==> src/rtl/rchdc_pkg.sv <==
// Shared types and default widths for the classification result path.
package rchdc_pkg;

  localparam int unsigned CLS_SEL_DW      = 32;
  localparam int unsigned CLS_SEL_CLSW    = 16;
  localparam int unsigned CLS_SEL_NUM_CLS = 10;

  typedef enum logic [1:0] {
    IDLE,
    ACCUM,
    DONE
  } cls_sel_state_t;

endpackage

==> src/rtl/Compare.sv <==
// Min-select comparator: passes the challenger (b) only when strictly lower than
// the incumbent (a), so ties keep the incumbent.
module Compare
  import rchdc_pkg::*;
#(
  parameter int unsigned DW   = CLS_SEL_DW,
  parameter int unsigned CLSW = CLS_SEL_CLSW
) (
  input  logic [DW-1:0]   i_a_score,
  input  logic [CLSW-1:0] i_a_cls,
  input  logic [DW-1:0]   i_b_score,
  input  logic [CLSW-1:0] i_b_cls,
  output logic [DW-1:0]   o_min_score,
  output logic [CLSW-1:0] o_min_cls
);

  logic w_b_lt;

  assign w_b_lt      = (i_b_score < i_a_score);
  assign o_min_score = w_b_lt ? i_b_score : i_a_score;
  assign o_min_cls   = w_b_lt ? i_b_cls   : i_a_cls;

endmodule

==> src/rtl/class_select_ctrl.sv <==
// Reduces a frame of per-class distance scores to the nearest class, one beat per cycle.
// Optional runner-up margin tracking is enabled with `define CLASS_SELECT_MARGIN_EN.
module class_select_ctrl
  import rchdc_pkg::*;
#(
  parameter int unsigned DW      = CLS_SEL_DW,
  parameter int unsigned CLSW    = CLS_SEL_CLSW,
  parameter int unsigned NUM_CLS = CLS_SEL_NUM_CLS
) (
  input  logic            clk,
  input  logic            rst,
  input  logic            s_valid,
  output logic            s_ready,
  input  logic [DW-1:0]   s_score,
  input  logic [CLSW-1:0] s_cls,
  input  logic            s_last,
  output logic            m_valid,
  input  logic            m_ready,
  output logic [CLSW-1:0] m_cls,
  output logic [DW-1:0]   m_score,
  output logic [DW-1:0]   m_margin,
  output logic [CLSW-1:0] m_count,
  output logic            m_err
);

  localparam logic [CLSW-1:0] LP_NUM = CLSW'(NUM_CLS);

  cls_sel_state_t r_state;
  cls_sel_state_t w_state_nxt;

  logic [DW-1:0]   r_best_score;
  logic [CLSW-1:0] r_best_cls;
  logic [CLSW-1:0] r_cnt;

  logic [CLSW-1:0] r_m_cls;
  logic [DW-1:0]   r_m_score;
  logic [CLSW-1:0] r_m_count;
  logic            r_m_err;

  logic            w_accept;
  logic            w_first;
  logic            w_frame_end;
  logic            w_err_nxt;
  logic [CLSW-1:0] w_cnt_nxt;
  logic [DW-1:0]   w_min_score;
  logic [CLSW-1:0] w_min_cls;
  logic [DW-1:0]   w_best_score_nxt;
  logic [CLSW-1:0] w_best_cls_nxt;

  Compare #(
    .DW   (DW),
    .CLSW (CLSW)
  ) u_compare (
    .i_a_score   (r_best_score),
    .i_a_cls     (r_best_cls),
    .i_b_score   (s_score),
    .i_b_cls     (s_cls),
    .o_min_score (w_min_score),
    .o_min_cls   (w_min_cls)
  );

  // s_ready depends only on state and reset, never on s_valid
  assign s_ready  = !rst && (r_state != DONE);
  assign m_valid  = (r_state == DONE);
  assign w_accept = s_valid && s_ready;
  assign w_first  = (r_state == IDLE);

  always_comb begin
    w_cnt_nxt        = w_first ? CLSW'(1) : r_cnt + CLSW'(1);
    w_best_score_nxt = w_first ? s_score : w_min_score;
    w_best_cls_nxt   = w_first ? s_cls   : w_min_cls;
    w_frame_end      = w_accept && (s_last || (w_cnt_nxt == LP_NUM));
    w_err_nxt        = !(s_last && (w_cnt_nxt == LP_NUM));
  end

  always_ff @(posedge clk) begin
    if (rst) begin
      r_state <= IDLE;
    end else begin
      r_state <= w_state_nxt;
    end
  end

  always_comb begin
    w_state_nxt = r_state;
    case (r_state)
      IDLE, ACCUM: begin
        if (w_frame_end) begin
          w_state_nxt = DONE;
        end else if (w_accept) begin
          w_state_nxt = ACCUM;
        end
      end
      DONE: begin
        if (m_ready) begin
          w_state_nxt = IDLE;
        end
      end
      default: w_state_nxt = IDLE;
    endcase
  end

  always_ff @(posedge clk) begin
    if (rst) begin
      r_best_score <= '0;
      r_best_cls   <= '0;
      r_cnt        <= '0;
      r_m_cls      <= '0;
      r_m_score    <= '0;
      r_m_count    <= '0;
      r_m_err      <= 1'b0;
    end else if (w_accept) begin
      r_best_score <= w_best_score_nxt;
      r_best_cls   <= w_best_cls_nxt;
      r_cnt        <= w_cnt_nxt;
      if (w_frame_end) begin
        r_m_cls   <= w_best_cls_nxt;
        r_m_score <= w_best_score_nxt;
        r_m_count <= w_cnt_nxt;
        r_m_err   <= w_err_nxt;
      end
    end
  end

  assign m_cls   = r_m_cls;
  assign m_score = r_m_score;
  assign m_count = r_m_count;
  assign m_err   = r_m_err;

`ifdef CLASS_SELECT_MARGIN_EN
  logic [DW-1:0] r_second;
  logic [DW-1:0] r_m_margin;
  logic          w_new_lt;
  logic [DW-1:0] w_second_nxt;
  logic [DW-1:0] w_margin_nxt;

  // The comparator output differs from the incumbent only when the new score strictly wins
  assign w_new_lt = (w_min_score != r_best_score);

  always_comb begin
    w_second_nxt = r_second;
    if (w_first) begin
      w_second_nxt = '1;
    end else if (w_new_lt) begin
      w_second_nxt = r_best_score;
    end else if (s_score < r_second) begin
      w_second_nxt = s_score;
    end
    w_margin_nxt = w_first ? '1 : (w_second_nxt - w_best_score_nxt);
  end

  always_ff @(posedge clk) begin
    if (rst) begin
      r_second   <= '0;
      r_m_margin <= '0;
    end else if (w_accept) begin
      r_second <= w_second_nxt;
      if (w_frame_end) begin
        r_m_margin <= w_margin_nxt;
      end
    end
  end

  assign m_margin = r_m_margin;
`else
  assign m_margin = '0;
`endif

endmodule

==> config.mk <==
export PLATFORM = sky130hd
export DESIGN_NAME = class_select_ctrl
export DESIGN_NICKNAME = d
export VERILOG_FILES = /design/src/rtl/rchdc_pkg.sv /design/src/rtl/Compare.sv /design/src/rtl/class_select_ctrl.sv
export SDC_FILE = /design/constraint.sdc
export NUM_CORES = 1
export LEC_CHECK = 0
export ABC_AREA = 1
export CAP_MARGIN = 10
export CORE_ASPECT_RATIO = 0.5
export CORE_UTILIZATION = 42
export DETAILED_ROUTE_END_ITERATION = 16
export PLACE_DENSITY = 0.68
export SYNTH_ARGS = -nofsm -noshare
export SYNTH_HDL_FRONTEND = slang
export SYNTH_SLANG_ARGS = --single-unit
==> constraint.sdc <==
create_clock -name clk -period 2.75 [get_ports clk]
set_input_delay 0.825 -clock clk [delete_from_list [all_inputs] [get_ports clk]]
set_output_delay 0.825 -clock clk [all_outputs]
set_load 0.01 [all_outputs]
; ---- Yosys cells after proc, flatten, opt, wreduce, memory -nomap -nowiden
; Index checks and enable logic that the tools add are counted.
[word_totals]
ram_bits = 0
ff_bits = 131
input_bits = 53
wordCells = 36
n_memories = 0
rom_bits = 0
latchBits = 0
output_inout_bits = 99
[op_classes]
n_eq_ne = 6
add_sub_neg = 1
n_lt_le_gt_ge = 1
multipliers = 0
mux = 9
n_reduce_logical = 11
bitwise_logic = 0
shifts = 0
div = 0
[op_table]
columns = cell, n
row1 = $mux 32, 2
row2 = $mux 16, 3
row3 = $lt 32x32->1, 1
row4 = $add 16x1->16 const B, 1
row5 = $eq 16x4->1 const B, 1
row6 = $mux 2, 3
row7 = $logic_and 1x1->1, 4
row8 = $pmux 2 s2, 1
row9 = $reduce_and 2->1, 2
row10 = $ne 3x3->1 const B, 1
row11 = $eq 2x1->1 const B, 1
row12 = $eq 2x2->1 const B, 1
row13 = $logic_not 1->1, 2
row14 = $logic_not 2->1, 1
row15 = $ne 2x1->1 const B, 1
row16 = $ne 2x2->1 const B, 1
row17 = $reduce_or 2->1, 1
row18 = $logic_or 1x1->1, 1

; ---- Longest topological paths before layout
; Gate-level depths: netlist of the first run.
[depth]
depth_word = 7
mapped_depth = 20
ltp_nobuf = 18

; ---- Cells and area by module
; From an unflattened synthesis of the first run, not the netlist that was laid out.
[unflattened]
cells_unflattened = 1103
area_unflattened_um2 = 7798.7
[by_module_without_submodules]
columns = mod, seq_area_each_um2, area_each_um2, cells_per_inst, n_inst
row1 = class_select_ctrl, 2622.5, 6268.5, 811, 1
row2 = Compare, 0.0, 1530.2, 292, 1

; ---- Least setup slack after synthesis of the first run
; OpenSTA, ideal clock, no wires.
[synth_path]
kind = input-to-reg
startpoint = input port s_score[31]
endpoint = register r_best_score[26]
stages = 14
slack_ps = 165
required_time_ps = 2641
setup_ps = 109
arrival_ps = 2476
path_buffers = 2
path_cell_list = ha_1 > nand2_1 > nor2_1 > nand4_1 > nor4_1 > nand2_1 > nand2_1 > buf_2 > buf_1 > nand3_1 > nand2_1 > nand2_1 > nand2_1 > inv_1
[synth_between]
elab_chain_cells = 3
[synth_lines]
columns = element, line_no
row1 = start: declaration, class_select_ctrl.sv:14  ; input logic [DW-1:0] s_score,
row2 = $lt 32x32->1, Compare.sv:19  ; assign w_b_lt = (i_b_score < i_a_score);
row3 = $mux 32, Compare.sv:20  ; assign o_min_score = w_b_lt ? i_b_score : i_a_score;
row4 = $mux 32, class_select_ctrl.sv:70  ; w_best_score_nxt = w_first ? s_score : w_min_score;
row5 = end signal: assignment, class_select_ctrl.sv:113  ; r_best_score <= w_best_score_nxt;
row6 = end: declaration, class_select_ctrl.sv:31  ; logic [DW-1:0] r_best_score;
; No other way between the ends.
; A chain may end at the register's enable or synchronous reset.

; ---- Final worst setup path of the first run
[layout_path]
startpoint = input port s_score[17]
endpoint = register r_best_score[20]
; Same word-level chain as after synthesis.

==> out/metrics.yaml, run 1 <==
fin_ws_ns: 0.0970
cts_inserted_buffers: 17
worstPathRequired_ns: 3.07
cts_root_buffer: "clkbuf_16"
internal_power_uw: 3980
period_minus_slack_ns: 2.65
tightest_slew_ns: 0.767
cp_slowest_cell: "clkdlybuf4s50_1"
cp-start-kind: "input port"
synth.distinct_cells: 28
antenna_cells: 0
path_max_fanout: 9
synthTopCellsByArea: "dfxtp_1, nand2_1, inv_1"
peakVddDrop_mv: 0.466
placed_cells: 1484
clk_latency_ns: 0.42
synth-compound-area-share_pct: 6.79
n_fill_cell: 1582
synthSimpleGateAreaFrac_pct: 35.5
coreArea_um2: 16700
nets: 1369
drtPass1Iterations: 5
rsz0062_at_grt: "true"
worstSetupPathType: "in2reg"
synth_mux_area_share_pct: 0
synth_cells: 1179
p_per_area_nw_per_um2: 587
synth_edf_count: 0
maxCapViolCount: 0
io_pins: 152
routed_wl_um: 19300
synth_top_cells_by_count: "nand2_1, inv_1, nor2_1"
grt_pass1_wl_um: 30100
row_count: 33
fin_area_um2: 9570
yosysSeqAreaShare_pct: 35.8
ys.flop_type: "dfxtp_1"
crit_top_cell: "nand2_1"
grt_usage_pct: 20.6
place_congestion: 0.852
drt_first_iter_violations: 505
cts_tree: "done"
clockBufferDepth: 2
netlist.area_leader.share_pct: 35.8
dr_total_vias: 7297
cp-end-kind: "register"
p_total_uw: 5620
path_delay_family: "simple AND/OR/NAND/NOR gates"
antenna_found_initial: 0
grt_remaining_overflow: 0
p_leak_uw: 0.00484
dpl_cell_area_um2: 8590
fmax_mhz: 377
fin_cells: 1524
report.final.slew_viol_count: 0
die_w_um: 189
final-setup-viol-count: 0
ys_seq_elements: 131
arrival_ns: 2.97
cts_max_level: 4
synth_fa_ha_area_share_pct: 5.46
period_share_pct: 96.5
power_frac_comb_pct: 20.6
ys_warn_count: 0
max_stage_delay_ns: 0.45
synth.largest_area_cell: "dfxtp_1"
synthArstFlopShare_pct: 0
drtAntennaViolNets: 0
fp.dieH_um: 95.4
cp_cell_sequence: "clkdlybuf4s50_1 -> ha_1 -> a21oi_2 -> o21ai_2 -> nand2_1 -> a21oi_1 -> nor2_1 -> nand2_4 -> nand2_8 -> clkbuf_16 -> nand2_1 -> nand2_1 -> nand2_1 -> nand2_1 -> inv_1"
synth_top_family_by_area: "simple AND/OR/NAND/NOR gates"
initial_core_util_pct: 43.9
synth_area_um2: 7330
grt_pass1_vias: 6607
power.share.clock_pct: 42.5
fin_skew_ns: 0.0106
syn_to_final_growth_pct: 30.5
cts_hold_buffers: 0
hp-class: "reg2reg"
synth_most_common_cell: "nand2_1"
hold_viol_final: 0
cts_sinks: 131
path_clk_slew_ns: 0.06
grt_max_degree: 81
viasPerCell: 4.79
wl_per_cell_um: 12.7
syn_area_per_cell_um2: 6.22
max_slew_margin_pct: 48.9
drive_gt1_share_pct: 7.40
status: "finished clean"
dp_worst_setup_slack_ns: -0.352
die_area_um2: 18000
synth-xor-area-share_pct: 0
switching_share_pct: 29.2
dp_hpwl_um: 12200
drc: 0
p_seq_share_pct: 37.0
timing.critical_path.buf_inv: 3
switching_power_uw: 1640
portBuffers: 119
==> layout by cell type (no fill, tap or decap), types with 2 or more instances in the layout <==
master and instances:
nand2_1 386, inv_1 177, nor2_1 140, dfxtp_1 131, clkdlybuf4s50_1 103, nand3_1 90, o21ai_0 70, conb_1 32
ha_1 24, clkbuf_16 22, a21oi_1 19, dlymetal6s2s_1 15, buf_4 13, ha_4 8, nor2_2 7, inv_2 7
nand4_1 5, a21oi_2 4, inv_6 4, clkinv_4 4, buf_12 4, nand2_2 3, nor3_1 3, bufinv_16 3
nor3_2 2, nand2_4 2, clkinvlp_4 2, buf_6 2
==> metrics by stage <==
stage               util [%]  hold slack (ns)  TNS, ns
CTS                     55.1            0.487        0
global route            57.2            0.509   -0.213
global placement        51.4            0.466   -25.83
finish                  57.2            0.482        0
floorplan                  -            0.470        0
detailed placement      51.4            0.472   -30.56
==> path summary, 6_finish.rpt <==
path	from	end	slack, ns	cells after the start
max	s_score[17]	r_best_score[20]	0.1	15
min	m_cls[8]	m_cls[8]	0.48	2
min reg2reg	m_cls[8]	m_cls[8]	0.48	2
max reg2reg	r_cnt[1]	m_score[29]	0.23	13
==> per-layer routing <==
| layer | part of all wire, % | vias to the layer above | routed length (um) | GRT usage, % |
|---|---|---|---|---|
| li1 | - | 3726 | - | - |
| met1 | 47 | 3343 | 9000 | 25.1 |
| met4 | 1.0 | 0 | 201 | 7.12 |
| met3 | 5.4 | 20 | 1040 | 4.27 |
| met2 | 47 | 208 | 9100 | 36.6 |
| met5 | 0 | - | 0 | 0 |
==> power groups by stage <==
| stage | clock [uW] | sequential, uW | combinational, uW |
|---|---|---|---|
| CTS | 2420 | 2080 | 1020 |
| global route | 2510 | 2090 | 1300 |
| finish | 2390 | 2080 | 1160 |
| detailed placement | 0 | 2120 | 1010 |
| global placement | 0 | 2110 | 993 |
| floorplan | 0 | 2130 | 669 |
==> tightest hold or removal path, stage by stage, from the launching register on <==
cell and delay, ns:
dfxtp_1 0.32, nor2_1 0.05, nor2_1 0.08
==> cell type report <==
type	instances	area (um2)	area share [%]
timing repair buffer	144	1560	16.3
inverter	185	694	7.25
tap	227	284	2.97
clock inverter	13	175	1.83
clock buffer	19	443	4.63
sequential	131	2620	27.4
multi-input combinational	805	3790	39.6
==> flip-flops by register name, indices dropped and copies added (netlist names) <==
signal / count
r_state: 2
m_score: 32
m_err: 1
r_best_score: 32
r_best_cls: 16
r_cnt: 16
m_cls: 16
m_count: 16
==> kinds of logic after synthesis <==
group	count (synthesis)
adder cells (fa/ha/maj)	32
buffers and inverters	274
flip-flops	131
AO/OA/AOI/OAI	98
other	1
AND/OR/NAND/NOR	643
==> timing repair <==
action / 4_1_cts / 5_1_grt
gates resized for setup: 0 / 41
setup endpoints to repair: 0 / 98
buffers inserted: 0 / 1
endpoints found under the hold margin: 0 / 0
Power figures use the tool's default switching activity.
==> run 2: changes to the inputs <==
- CORE_MARGIN: default -> 8
==> out/metrics.yaml, run 2 (synthesized netlist as in run 1, its figures left out) <==
fp.dieH_um: 109  # was 95.4 um
worstPathRequired_ns: 3.05  # was 3.07 ns
portBuffers: 119  # unchanged
path_clk_slew_ns: 0.06  # about the same
max_slew_margin_pct: 49.8  # was 48.9%
syn_to_final_growth_pct: 30.5  # about the same
drt_first_iter_violations: 417  # was 505
grt_remaining_overflow: 0  # unchanged
cts_root_buffer: "clkbuf_16"  # unchanged
grt_max_degree: 81  # unchanged
cts_max_level: 4  # unchanged
dp_hpwl_um: 13500  # was 12200 um
path_max_fanout: 10  # was 9
fin_skew_ns: 0.0103  # was 0.0106 ns
cts_hold_buffers: 0  # unchanged
layout_commonest_cell: "nand2_1"  # unchanged
viasPerCell: 4.78  # was 4.79
fmax_mhz: 371  # was 377 MHz
grt_pass1_vias: 6994  # was 6607
period_share_pct: 98.1  # was 96.5%
maxCapViolCount: 0  # unchanged
antenna_found_initial: 0  # unchanged
grt_usage_pct: 17.4  # was 20.6%
cp-end-kind: "register"  # unchanged
coreArea_um2: 17200  # was 16700 um2
arrival_ns: 3.00  # was 2.97 ns
cts_tree: "done"  # unchanged
antenna_cells: 0  # unchanged
layout_common_cells: "nand2_1, inv_1, nor2_1, dfxtp_1, clkdlybuf4s50_1"  # unchanged
report.final.slew_viol_count: 0  # unchanged
wl_per_cell_um: 13.2  # was 12.7 um
n_fill_cell: 1673  # was 1582
io_pins: 152  # unchanged
routed_wl_um: 20200  # was 19300 um
grt_pass1_wl_um: 32500  # was 30100 um
initial_core_util_pct: 42.6  # was 43.9%
rrSetupSlack_ns: 0.25  # was 0.23 ns
drive_gt1_share_pct: 7.18  # was 7.40%
worstSetupPathType: "in2reg"  # unchanged
final-setup-viol-count: 0  # unchanged
cp-start-kind: "input port"  # unchanged
p_leak_uw: 0.00486  # was 0.00484 uW
status: "finished clean"  # unchanged
finish.utilization_pct: 55.5  # was 57.2%
drtAntennaViolNets: 0  # unchanged
clockBufferDepth: 2  # unchanged
cts_sinks: 131  # unchanged
period_minus_slack_ns: 2.70  # was 2.65 ns
nets: 1368  # was 1369
die_w_um: 203  # was 189 um
clk_latency_ns: 0.41  # was 0.42 ns
die_area_um2: 22200  # was 18000 um2
peakVddDrop_mv: 0.413  # was 0.466 mV
drtPass1Iterations: 5  # unchanged
p_per_area_nw_per_um2: 585  # was 587 nW/um2
cts_inserted_buffers: 17  # unchanged
hold_viol_final: 0  # unchanged
hp-class: "reg2reg"  # unchanged
place_congestion: 0.863  # was 0.852
row_count: 34  # was 33
drc: 0  # unchanged
tightest_slew_ns: 0.753  # was 0.767 ns
worst_hold_slack_ns: 0.482  # about the same
dr_total_vias: 7318  # was 7297
## run 2: cell types whose count changed in the layout (fill, tap and decap cells not counted), sizes merged
| cell | before | now |
|---|---|---|
| clkbuf | 24 | 25 |
| clkdlybuf4s50 | 103 | 101 |
| clkinv | 5 | 6 |
| dlymetal6s2s | 15 | 17 |
| inv | 188 | 185 |
## run 2: stage by stage
step | setup slack (ns) | instances | total power, uW | instance area, um2 | setup TNS, ns
6_report | 0.0529 | 1530 | 5600 | 9570 | 0
4_1_cts | 0.0196 | 1524 | 5530 | 9230 | 0
2_1_floorplan | 0.165 | 1210 | 2800 | 7450 | 0
3_5_place_dp | -0.417 | 1492 | 3140 | 8610 | -34.23
5_1_grt | -0.0626 | 1530 | 5880 | 9570 | -2.08
3_3_place_gp | -0.330 | 1492 | 3110 | 8610 | -26.81
## run 2: routing by layer
layer / global-route usage (%) / share of wire, %
met5: 0 / 0
met4: 5.25 / 1.3
met3: 3.88 / 5.6
met2: 31.8 / 49
met1: 20.5 / 44
## run 2: critical path, stage by stage
cell and delay (ns):
clkdlybuf4s50_1 0.45, ha_1 0.33, a21oi_1 0.13, nor2_1 0.07, nor3_2 0.13, a21oi_2 0.09, nor2_2 0.19, nand2_4 0.13
nand2_8 0.15, clkbuf_16 0.18, nand2_1 0.05, nand2_1 0.07, nand2_1 0.06, nand2_1 0.09, inv_1 0.04
## run 2: final cells by class
class | count | area, um2 | share of cell area [%]
timing repair buffer | 143 | 1560 | 16.3
tap | 234 | 293 | 3.06
multi-input combinational | 805 | 3780 | 39.5
clock inverter | 11 | 150 | 1.57
sequential | 131 | 2620 | 27.4
inverter | 185 | 694 | 7.26
clock buffer | 21 | 470 | 4.92
## run 2: what timing repair did
action | CTS | global route
gates resized for setup | 1 | 47
pin swaps | 0 | 17
setup endpoints to repair | 11 | 106
endpoints found under the hold margin | 0 | 0
gates cloned | 0 | 4
buffers inserted | 0 | 2
## run 2: worst paths after layout
path / startpoint / to / cells after the start
hold reg to reg: m_score[23] / m_score[23] / 2
setup / recovery: s_score[21] / r_best_score[4] / 15
setup reg to reg: r_cnt[1] / m_cls[14] / 13
hold / removal: m_score[23] / m_score[23] / 2
## run 2: power breakdown
part	switching (uW)	total, uW	internal, uW
Sequential	47.2	2080	2030
Clock	883	2390	1510
Combinational	666	1130	464
Total	1600	5600	4000
==> edit: new RTL, settings of run 2 <==
Add a define of `CLASS_SELECT_MARGIN_EN`.
--- a/src/rtl/class_select_ctrl.sv
+++ b/src/rtl/class_select_ctrl.sv
@@ -1,5 +1,7 @@
 // Reduces a frame of per-class distance scores to the nearest class, one beat per cycle.
 // Optional runner-up margin tracking is enabled with `define CLASS_SELECT_MARGIN_EN.
+`define CLASS_SELECT_MARGIN_EN
+
 module class_select_ctrl
   import rchdc_pkg::*;
 #(
Check against the original RTL: not equivalent (a bounded check fails within 4 cycles, from zero or initial values and one cycle with rst high).
==> edit against run 2 <==
The flow now finishes with violations (setup timing). Cell area is 110% higher. Synthesized area is 67% higher. Via count is 97% higher. Sequential cell count is 64 higher. Worst setup slack worse by 1300 ps. Critical path depth is 15 higher. Sequential share of layout area is 7.9 points lower. Combinational power grew to 4.9 times the old value. Total power is 100% higher. Routed wire length is 140% higher. Synthesized cell count is 54% higher. Maximum frequency is 33% lower. Sequential power is 51% higher. Count of clock-buffer cells in the layout is 4 lower. Largest power group is now combinational cells.
==> edit: results (changes against run 2) <==
** Drt
- The met2 wirelength from detailed routing is 22.7 mm (was 9.95 mm).
- Routed wl met3 :: 3.31 mm (was 1.13 mm)
- Post-Route M1 WL :: 20.4 mm (was 8.86 mm)
- Via density per instance :: 5.31 (was 4.78)
- Number of DRC markers in iteration 0 :: 1291 (was 417)

** Run status
- Result of the run :: finished with violations (was complete, no violations)
- The checks that failed: setup timing.

** Yosys
- Compound-Gate Fraction of Synth Area :: 0.238 (was 0.0679)
- The area share of fa/ha/maj cells after synthesis is 0.0974 (was 0.0546).
- Distinct cell type count of the synthesized netlist :: 42 (was 28)
- The average cell area after synthesis came to 6.77 um2 (was 6.22 um2).
- Biggest area contributors in the synthesized netlist :: sky130_fd_sc_hd__dfxtp_1, sky130_fd_sc_hd__o21ai_0, sky130_fd_sc_hd__nand2_1 (was sky130_fd_sc_hd__dfxtp_1, sky130_fd_sc_hd__nand2_1, sky130_fd_sc_hd__inv_1)
- Sequential element share of the synthesized area :: 0.318 (was 0.358)

** Layout
- The total number of nets in the final design came to 2461 (was 1368).
- Fraction of area in clock buffers and inverters :: 0.0312 (was 0.0649)
- Non-clock buffer total of the final layout :: 564 (was 143)
- The count of multi-input combinational gates is 1267 (was 805).
- Count of fill cells added during filler insertion :: 2257 (was 1673)
- NonClk Buf Share :: 0.251 (was 0.163)
- Clock buffers :: 17 (was 21)

** Die
- Tap cell instance count :: 391 (was 234)

** Power
- Maximum VDD drop :: 0.518 mV (was 0.413 mV)

** Placed design
- The count of buffers from port buffering is 151 (was 119).
- The placed wire-length estimate after detailed placement was 32.4 mm (was 13.5 mm).
- The placed cell count is 2603 (was 1492).
- The weighted congestion at the end of routability-driven global placement came to 0.931 (was 0.863).

** Timing
- The relative max-transition margin is 0.581 (was 0.498).
- The worst clock skew was 16.0 ps (was 10.3 ps).
- The total of endpoints with negative setup slack in the final report is 36 (was 0).
- The setup slack after layout came to -1280 ps (was 52.9 ps).

** GRT
- Wire length of the first global-routing pass :: 72.4 mm (was 32.5 mm)
- Number of global-route vias before repair :: 13767 (was 6994)
- The initial antenna violation count came to 1 (was 0).

** CTS
- Clock transition at path regs :: 80 ps (was 60 ps)
- Clock insertion delay at the later pin of the skew report :: 470 ps (was 410 ps)

** Setup path
- Worst Path Max Fanout :: 8 (was 10)
- Biggest cell delay along the critical path :: 280 ps (was 450 ps)
edit: cell types whose count changed in the layout (fill, tap and decap cells not counted), sizes merged, moves of 62 or more:
cell,delta
dfxtp,+64
ha,+62
inv,+89
o21ai,+193
buf,+418
a21oi,+145
edit: final timing paths:
| kind | from | slack [ps] | cells after the start | end |
|---|---|---|---|---|
| max | s_score[6] | -1280 | 30 | m_margin[28] |
| min | m_cls[1] | 470 | 2 | m_cls[1] |
| max reg2reg | r_best_score[19] | -1220 | 29 | m_margin[28] |
| min reg2reg | m_cls[1] | 470 | 2 | m_cls[1] |
edit: cell families after synthesis:
| kind of cell | count (synthesis) |
|---|---|
| buffers and inverters | 355 |
| xor gates and xnor gates | 40 |
| adders and majority gates | 95 |
| DFF | 195 |
| and+or+nand+nor | 603 |
| AOI/OAI and AO/OA | 526 |
edit: timing repair:
action / CTS / global route
buffers inserted: 60 / 21
endpoints found under the setup margin: 160 / 129
pin swaps: 168 / 141
cloned: 8 / 2
resized for setup: 383 / 171
edit: per-layer routing:
metal / vias up / GRT usage
li1: 7006 / -
met1: 6748 / 0.322
met2: 528 / 0.433
met3: 149 / 0.0501
met4: 2 / 0.107
met5: - / 0
edit: where the power goes:
part / switching, mW / total (mW) / internal, mW
Combinational: 2.84 / 5.56 / 2.72
Sequential: 0.111 / 3.15 / 3.04
Clock: 1.35 / 2.76 / 1.40
Total: 4.30 / 11.5 / 7.16
edit: worst reg2reg max path, delay by kind of cell (launching register included):
kind                     cells  cell delay, ps
AND/OR/NAND/NOR             18            1980
buffers and inverters        8            1000
flip-flops                   1             360
adder cells (fa/ha/maj)      1             290
XOR/XNOR                     1             170
AO/OA/AOI/OAI                1             110
